[config.mk]
export PLATFORM = sky130hd
export DESIGN_NAME = cat_trap_controller
export DESIGN_NICKNAME = d
export VERILOG_FILES = /design/src/rtl/cat_trap_controller.sv
export SDC_FILE = /design/constraint.sdc
export NUM_CORES = 1
export LEC_CHECK = 0
export ABC_AREA = 1
export CAP_MARGIN = 20
export CORE_MARGIN = 2
export CORE_UTILIZATION = 34
export DETAILED_ROUTE_END_ITERATION = 6
export HOLD_SLACK_MARGIN = 0.03
export PLACE_DENSITY_LB_ADDON = 0.25
export SYNTH_ARGS = -nofsm -noshare
export SYNTH_HDL_FRONTEND = slang
export SYNTH_SLANG_ARGS = --single-unit
[constraint.sdc]
create_clock -name i_clk -period 8.8 [get_ports i_clk]
set_input_delay 1.76 -clock i_clk [delete_from_list [all_inputs] [get_ports i_clk]]
set_output_delay 1.76 -clock i_clk [all_outputs]
set_load 0.01 [all_outputs]
[src/rtl/cat_trap_controller.sv]
// -----------------------------------------------------------------------------
// cat_trap_controller
//
// Game sequencer for the 8x8 cat-trap board. Holds the board registers, the
// player cursor, wall placement, the one-cycle cat-move scheduler and the
// win/lose result hold. The renderer reads cells through a combinational port
// and takes its background colour from this block.
//
// Ports
//   i_clk                 system clock
//   i_reset               asynchronous, active-high reset
//   i_btn_up/down/left/right  cursor movement pulses (debounced, 1 cycle)
//   i_btn_center          start game (IDLE) / place wall (PLAY) pulse
//   i_rd_row, i_rd_col    renderer read address
//   o_rd_cell             cell at read address: 0 empty, 1 wall, 2 cat
//   o_cursor_row/col      current cursor position
//   o_cat_row/col         current cat position
//   o_moves               walls placed this game, saturates at 255
//   o_game_state          0 IDLE, 1 PLAY, 2 CAT_MOVE, 3 WIN, 4 LOSE
//   o_background          renderer background colour (12-bit RGB)
// -----------------------------------------------------------------------------
module cat_trap_controller #(
  parameter int CAT_START_ROW = 4,
  parameter int CAT_START_COL = 4,
  parameter int RESULT_CYCLES = 50_000_000
) (
  input  logic        i_clk,
  input  logic        i_reset,
  input  logic        i_btn_up,
  input  logic        i_btn_down,
  input  logic        i_btn_left,
  input  logic        i_btn_right,
  input  logic        i_btn_center,
  input  logic [2:0]  i_rd_row,
  input  logic [2:0]  i_rd_col,
  output logic [1:0]  o_rd_cell,
  output logic [2:0]  o_cursor_row,
  output logic [2:0]  o_cursor_col,
  output logic [2:0]  o_cat_row,
  output logic [2:0]  o_cat_col,
  output logic [7:0]  o_moves,
  output logic [2:0]  o_game_state,
  output logic [11:0] o_background
);

  typedef enum logic [2:0] {
    S_IDLE     = 3'd0,
    S_PLAY     = 3'd1,
    S_CAT_MOVE = 3'd2,
    S_WIN      = 3'd3,
    S_LOSE     = 3'd4
  } state_t;

  localparam logic [1:0]  CELL_EMPTY = 2'd0;
  localparam logic [1:0]  CELL_WALL  = 2'd1;
  localparam logic [1:0]  CELL_CAT   = 2'd2;

  localparam logic [11:0] BG_IDLE = 12'hFFF;
  localparam logic [11:0] BG_WIN  = 12'h0F0;
  localparam logic [11:0] BG_LOSE = 12'hF00;

  localparam logic [2:0]   START_ROW  = 3'(CAT_START_ROW);
  localparam logic [2:0]   START_COL  = 3'(CAT_START_COL);
  localparam logic [5:0]   START_IDX  = {START_ROW, START_COL};
  // Board is packed as 64 two-bit cells; cell index {row,col} lives at bits
  // [2*idx +: 2].
  localparam logic [127:0] BOARD_INIT = 128'd2 << {START_IDX, 1'b0};

  // Hold counter counts 0 .. RESULT_CYCLES-1, so the result screen lasts
  // exactly RESULT_CYCLES cycles.
  localparam int                HOLD_W    = (RESULT_CYCLES > 1) ? $clog2(RESULT_CYCLES) : 1;
  localparam logic [HOLD_W-1:0] HOLD_LAST = HOLD_W'(RESULT_CYCLES - 1);
  localparam logic [HOLD_W-1:0] HOLD_ZERO = HOLD_W'(0);

  function automatic logic [5:0] cell_idx(input logic [2:0] row, input logic [2:0] col);
    return {row, col};
  endfunction

  function automatic logic [1:0] cell_at(input logic [127:0] board, input logic [5:0] idx);
    return board[{idx, 1'b0} +: 2];
  endfunction

  // ---------------------------------------------------------------------------
  // Registers and their next-state values
  // ---------------------------------------------------------------------------
  state_t            r_state,      w_state_next;
  logic [127:0]      r_board,      w_board_next;
  logic [2:0]        r_cur_row,    w_cur_row_next;
  logic [2:0]        r_cur_col,    w_cur_col_next;
  logic [2:0]        r_cat_row,    w_cat_row_next;
  logic [2:0]        r_cat_col,    w_cat_col_next;
  logic [7:0]        r_moves,      w_moves_next;
  logic [HOLD_W-1:0] r_hold,       w_hold_next;
  logic [11:0]       r_background, w_background_next;

  // ---------------------------------------------------------------------------
  // Cat-move candidate evaluation
  // ---------------------------------------------------------------------------
  logic       w_down_off, w_up_off, w_right_off, w_left_off;
  logic       w_down_wall, w_up_wall, w_right_wall, w_left_wall;
  logic [5:0] w_down_idx, w_up_idx, w_right_idx, w_left_idx;
  logic       w_pick_valid;
  logic       w_pick_off;
  logic [2:0] w_pick_row, w_pick_col;

  logic [5:0] w_cur_idx;
  logic [1:0] w_cur_cell;
  logic [7:0] w_moves_inc;

  assign w_cur_idx   = cell_idx(r_cur_row, r_cur_col);
  assign w_cur_cell  = cell_at(r_board, w_cur_idx);
  assign w_moves_inc = (r_moves == 8'd255) ? r_moves : (r_moves + 8'd1);

  // Edge flags are evaluated first; a wrapped neighbour index is only ever
  // looked at when the matching off-board flag is clear.
  assign w_down_off  = (r_cat_row == 3'd7);
  assign w_up_off    = (r_cat_row == 3'd0);
  assign w_right_off = (r_cat_col == 3'd7);
  assign w_left_off  = (r_cat_col == 3'd0);

  assign w_down_idx  = cell_idx(r_cat_row + 3'd1, r_cat_col);
  assign w_up_idx    = cell_idx(r_cat_row - 3'd1, r_cat_col);
  assign w_right_idx = cell_idx(r_cat_row, r_cat_col + 3'd1);
  assign w_left_idx  = cell_idx(r_cat_row, r_cat_col - 3'd1);

  assign w_down_wall  = !w_down_off  && (cell_at(r_board, w_down_idx)  == CELL_WALL);
  assign w_up_wall    = !w_up_off    && (cell_at(r_board, w_up_idx)    == CELL_WALL);
  assign w_right_wall = !w_right_off && (cell_at(r_board, w_right_idx) == CELL_WALL);
  assign w_left_wall  = !w_left_off  && (cell_at(r_board, w_left_idx)  == CELL_WALL);

  // Pick the first non-wall candidate in the order down, up, right, left.
  // An off-board candidate is not a wall, so it can be picked (and loses).
  always_comb begin
    w_pick_valid = 1'b1;
    w_pick_off   = 1'b0;
    w_pick_row   = r_cat_row;
    w_pick_col   = r_cat_col;
    if (!w_down_wall) begin
      w_pick_off = w_down_off;
      w_pick_row = r_cat_row + 3'd1;
    end else if (!w_up_wall) begin
      w_pick_off = w_up_off;
      w_pick_row = r_cat_row - 3'd1;
    end else if (!w_right_wall) begin
      w_pick_off = w_right_off;
      w_pick_col = r_cat_col + 3'd1;
    end else if (!w_left_wall) begin
      w_pick_off = w_left_off;
      w_pick_col = r_cat_col - 3'd1;
    end else begin
      w_pick_valid = 1'b0;
    end
  end

  // Next-state and datapath update for the game sequencer.
  always_comb begin
    w_state_next      = r_state;
    w_board_next      = r_board;
    w_cur_row_next    = r_cur_row;
    w_cur_col_next    = r_cur_col;
    w_cat_row_next    = r_cat_row;
    w_cat_col_next    = r_cat_col;
    w_moves_next      = r_moves;
    w_hold_next       = r_hold;
    w_background_next = r_background;

    case (r_state)
      S_IDLE: begin
        if (i_btn_center) begin
          w_state_next = S_PLAY;
        end else begin
          w_state_next = S_IDLE;
        end
      end

      S_PLAY: begin
        // Center takes priority over every direction, even when the
        // placement itself is refused.
        if (i_btn_center) begin
          if (w_cur_cell == CELL_EMPTY) begin
            w_board_next[{w_cur_idx, 1'b0} +: 2] = CELL_WALL;
            w_moves_next = w_moves_inc;
            w_state_next = S_CAT_MOVE;
          end else begin
            w_state_next = S_PLAY;
          end
        end else if (i_btn_up) begin
          w_cur_row_next = (r_cur_row == 3'd0) ? r_cur_row : (r_cur_row - 3'd1);
        end else if (i_btn_down) begin
          w_cur_row_next = (r_cur_row == 3'd7) ? r_cur_row : (r_cur_row + 3'd1);
        end else if (i_btn_left) begin
          w_cur_col_next = (r_cur_col == 3'd0) ? r_cur_col : (r_cur_col - 3'd1);
        end else if (i_btn_right) begin
          w_cur_col_next = (r_cur_col == 3'd7) ? r_cur_col : (r_cur_col + 3'd1);
        end else begin
          w_state_next = S_PLAY;
        end
      end

      S_CAT_MOVE: begin
        w_hold_next = HOLD_ZERO;
        if (!w_pick_valid) begin
          w_state_next      = S_WIN;
          w_background_next = BG_WIN;
        end else if (w_pick_off) begin
          w_state_next      = S_LOSE;
          w_background_next = BG_LOSE;
        end else begin
          w_board_next[{cell_idx(r_cat_row, r_cat_col), 1'b0} +: 2]   = CELL_EMPTY;
          w_board_next[{cell_idx(w_pick_row, w_pick_col), 1'b0} +: 2] = CELL_CAT;
          w_cat_row_next = w_pick_row;
          w_cat_col_next = w_pick_col;
          w_state_next   = S_PLAY;
        end
      end

      S_WIN, S_LOSE: begin
        if (r_hold == HOLD_LAST) begin
          w_state_next      = S_IDLE;
          w_board_next      = BOARD_INIT;
          w_cur_row_next    = 3'd0;
          w_cur_col_next    = 3'd0;
          w_cat_row_next    = START_ROW;
          w_cat_col_next    = START_COL;
          w_moves_next      = 8'd0;
          w_hold_next       = HOLD_ZERO;
          w_background_next = BG_IDLE;
        end else begin
          w_hold_next = r_hold + HOLD_W'(1);
        end
      end

      default: begin
        // Unreachable encodings recover to a freshly initialised board.
        w_state_next      = S_IDLE;
        w_board_next      = BOARD_INIT;
        w_cur_row_next    = 3'd0;
        w_cur_col_next    = 3'd0;
        w_cat_row_next    = START_ROW;
        w_cat_col_next    = START_COL;
        w_moves_next      = 8'd0;
        w_hold_next       = HOLD_ZERO;
        w_background_next = BG_IDLE;
      end
    endcase
  end

  // State and datapath registers with asynchronous board initialisation.
  always_ff @(posedge i_clk or posedge i_reset) begin
    if (i_reset) begin
      r_state      <= S_IDLE;
      r_board      <= BOARD_INIT;
      r_cur_row    <= 3'd0;
      r_cur_col    <= 3'd0;
      r_cat_row    <= START_ROW;
      r_cat_col    <= START_COL;
      r_moves      <= 8'd0;
      r_hold       <= HOLD_ZERO;
      r_background <= BG_IDLE;
    end else begin
      r_state      <= w_state_next;
      r_board      <= w_board_next;
      r_cur_row    <= w_cur_row_next;
      r_cur_col    <= w_cur_col_next;
      r_cat_row    <= w_cat_row_next;
      r_cat_col    <= w_cat_col_next;
      r_moves      <= w_moves_next;
      r_hold       <= w_hold_next;
      r_background <= w_background_next;
    end
  end

  // Renderer read port: a plain mux of the board registers.
  assign o_rd_cell    = cell_at(r_board, cell_idx(i_rd_row, i_rd_col));

  assign o_cursor_row = r_cur_row;
  assign o_cursor_col = r_cur_col;
  assign o_cat_row    = r_cat_row;
  assign o_cat_col    = r_cat_col;
  assign o_moves      = r_moves;
  assign o_game_state = r_state;
  assign o_background = r_background;

endmodule

==> results.txt <==
----------------------------------------------------
[Yosys]
  Top-count cell post-synth ... nand2_1
  Number of synthesized flops with an enable pin ... 0
  Portion of the post-synthesis area used by sequential elements ... 0.273
  Yosys top cell area share ... 0.263
  Count of unique library cells instantiated by Yosys ... 54
  Async SR Flop Fraction ... 1.00
  Cell types with the largest area share after synthesis ... dfrtp_1 26%, nand2_1 16%, nand3_1 9.6%
  Commonest cells post-synth ... 716 x nand2_1, 317 x nand3_1, 288 x nor2_1
  Post-synthesis average cell area ... 6.01 µm²
  Synthesized netlist net count ... 2,782
  Synth warnings ... 0
  Area of the mapped netlist ... 0.0165 mm²
  FF+latch count, synth ... 180
  Largest area contributor in the synthesized netlist ... dfrtp_1
  Post-synthesis cell count ... 2,749
  Post-synth top flop ... dfrtp_1

[Status]
  Run status ... finished, final reports clean

[Floorplan]
  Starting Density ... 0.346
  Area of the placeable core ... 0.0478 mm²
  Boundary Pins ... 50
  Placement row count ... 80
  Horizontal die dimension ... 225 µm
  Die height ... 225 µm
  Full die area ... 0.0504 mm²

[Drt]
  Count of routing violations after the opening detailed-route iteration ... 3,007
  Remaining DRCs ... 0
  Average via count per standard cell ... 6.17
  Detailed Route WL ... 86,800 µm
  WL per Instance ... 26.0 µm
  Remaining number of nets flagged by the antenna check after routing ... 0
  Drt pass-1 iters ... 6
  Vias after detailed routing ... 20,586

[Critical path]
  Critical path endpoint category ... output pin
  Kind of launch point of the worst setup path ... primary input
  Data required time at the worst endpoint ... 7.04 ns
  Critical path start-end classification ... in2out
  Data arrival time of the worst path ... 5.43 ns
  Top fanout value on the critical path ... 27

[STA]
  Final hold violation count ... 0
  Maximum achievable frequency ... 0.139 GHz
  Fin crit period ... 7.19 ns
  Skew final ... 0.0214 ns
  Tightest slew margin relative to the limit ... 0.190
  Max Slew Vio Count ... 0
  Final setup violation count ... 0
  Final period utilization ... 0.817
  Tightest Pin Transition ... 1.21 ns
  Total negative setup slack ... 0 ns
  Unrepaired setup endpoints after global routing ... no

[Finish]
  Antenna diode count ... 0
  Fill count ... 5,258
  Final net count ... 2,740
  Area growth from synthesis to final layout ... 9.10%
  Proportion of layout cells with a drive suffix above 1 ... 0.0533

[Clock tree]
  Register clock-pin slew on the reported worst setup and hold paths ... 0.08 ns
  # resized after CTS ... 0
  Post-CTS Setup Repair Bufs ... 0
  Maximum number of buffers from clock root to sink ... 2
  CTS Buf Count ... 17
  Num Clock Sinks ... 180
  Root buffer cell ... clkbuf_16
  TritonCTS clock tree ... yes
  Total of hold buffers inserted after clock tree synthesis ... 0
  H-Tree Level Count ... 4
  Clock network latency to the later pin of the worst-skew pair ... 0.53 ns

[GRT]
  Total overflow reported by the global router ... 0
  Largest net degree at the start of global routing ... 124
  Wire length of the first global-routing pass ... 126,000 µm
  Vias in the first global route ... 18,902
  Antenna violations before repair ... 1
  All-Layer GR Usage ... 0.344

[Power]
  Maximum VDD drop ... 0.479 mV
  Power share of the clock group ... 0.100
  Proportion of power drawn by flip-flops and latches ... 0.149
  Net switching component of the power ... 5.72 mW
  Internal ... 2.83 mW
  Switching part of the total ... 0.668
  Leakage Power ... 7.63 nW
  Total power divided by cell area ... 474 mW/mm²
  Part of the power in combinational logic ... 0.751
  Total design power ... 8.55 mW

[Flow run]
  Max Cap Violations ... 0

[Placement]
  Port bufs ... 49
  Routability congestion estimate from global placement ... 1.03
  Post-detail-place hpwl ... 59,400 µm

[Hold path]
  Worst min-delay path class ... reg2reg

----------------------------------------------------
==> state kept, by name, summed over array words and instances (netlist names) <==
register / flops
o_cat_col: 3
o_cat_row: 3
o_cursor_col: 3
o_moves: 8
o_game_state: 3
r_hold: 26
o_cursor_row: 3
o_background: 3
r_board: 128
==> cell families after synthesis <==
| kind of cell | count (synthesis) | synth area share |
|---|---|---|
| compound gates | 617 | 0.211 |
| xor+xnor | 7 | 0.00371 |
| fa+ha+maj | 20 | 0.0160 |
| buf+inv | 437 | 0.108 |
| flops | 180 | 0.273 |
| simple gates | 1488 | 0.387 |
==> critical path, cell delays in order <==
cell	delay (ns)
clkdlybuf4s50_1	0.50
clkinv_1	0.72
o21ai_0	0.31
a21oi_1	0.06
o311ai_0	0.85
o21ai_0	0.33
o211ai_1	0.24
o21ai_0	0.13
clkdlybuf4s50_1	0.51
==> per-stage QoR <==
step / setup WS (ns) / util / instances / instance area, µm² / hold WS, ns
3_5_place_dp: 1.83 / 0.364 / 3302 / 17400 / 0.484
6_report: 1.61 / 0.377 / 3335 / 18000 / 0.489
5_1_grt: 1.47 / 0.377 / 3335 / 18000 / 0.512
3_3_place_gp: 1.81 / 0.364 / 3302 / 17400 / 0.477
2_1_floorplan: 2.16 / - / 2749 / 16500 / 0.474
4_1_cts: 1.81 / 0.377 / 3334 / 18000 / 0.494
==> cells in the final DEF, fill, tap and decap left out, types with 12 or more instances in the layout <==
master,instances
dfrtp_1,173
o22ai_1,21
inv_1,266
clkbuf_16,17
nand3_1,317
ha_1,17
clkdlybuf4s50_1,48
a211oi_1,14
o21ai_0,275
nand2_2,14
o211ai_1,27
nor3_1,87
o21ai_1,31
buf_4,43
nand4_1,20
o31ai_1,12
nand2_1,715
o311ai_0,24
a21oi_1,156
nor2_1,286
==> layer usage <==
metal | wire length (µm) | global-route usage
met5 | 13 | 0
met4 | 6880 | 0.233
met3 | 11300 | 0.111
met2 | 35400 | 0.495
met1 | 33200 | 0.436
==> cell type report <==
cell class	instances	area (µm²)	share of cell area
repair buffers	93	828	0.0459
flip-flops and latches	180	4520	0.250
inverters	283	1070	0.0595
clock inverters	12	143	0.00791
clock buffers	20	457	0.0253
multi-input cells	2132	10300	0.568
well taps	615	769	0.0427
==> worst paths after layout <==
kind / startpoint / end / slack (ns) / cells past startpoint
hold / removal: o_background[3] / o_background[3] / 0.49 / 2
hold reg to reg: o_background[3] / o_background[3] / 0.49 / 2
setup reg to reg: o_cat_col[0] / r_board[116] / 1.81 / 23
min in group asynchronous: i_reset / o_moves[4] / 1.82 / 2
setup / recovery: i_rd_col[1] / o_rd_cell[0] / 1.61 / 9
max in group asynchronous: i_reset / o_cat_col[0] / 5.48 / 3
==> power groups by stage <==
stage / logic, mW / clock network [mW] / registers [mW]
4_1_cts: 6.10 / 0.863 / 1.25
2_1_floorplan: 3.84 / 0 / 1.13
3_5_place_dp: 6.08 / 0 / 1.26
5_1_grt: 6.72 / 0.891 / 1.28
6_report: 6.42 / 0.857 / 1.27
3_3_place_gp: 6.05 / 0 / 1.26
(Power assumes the default switching activity.)
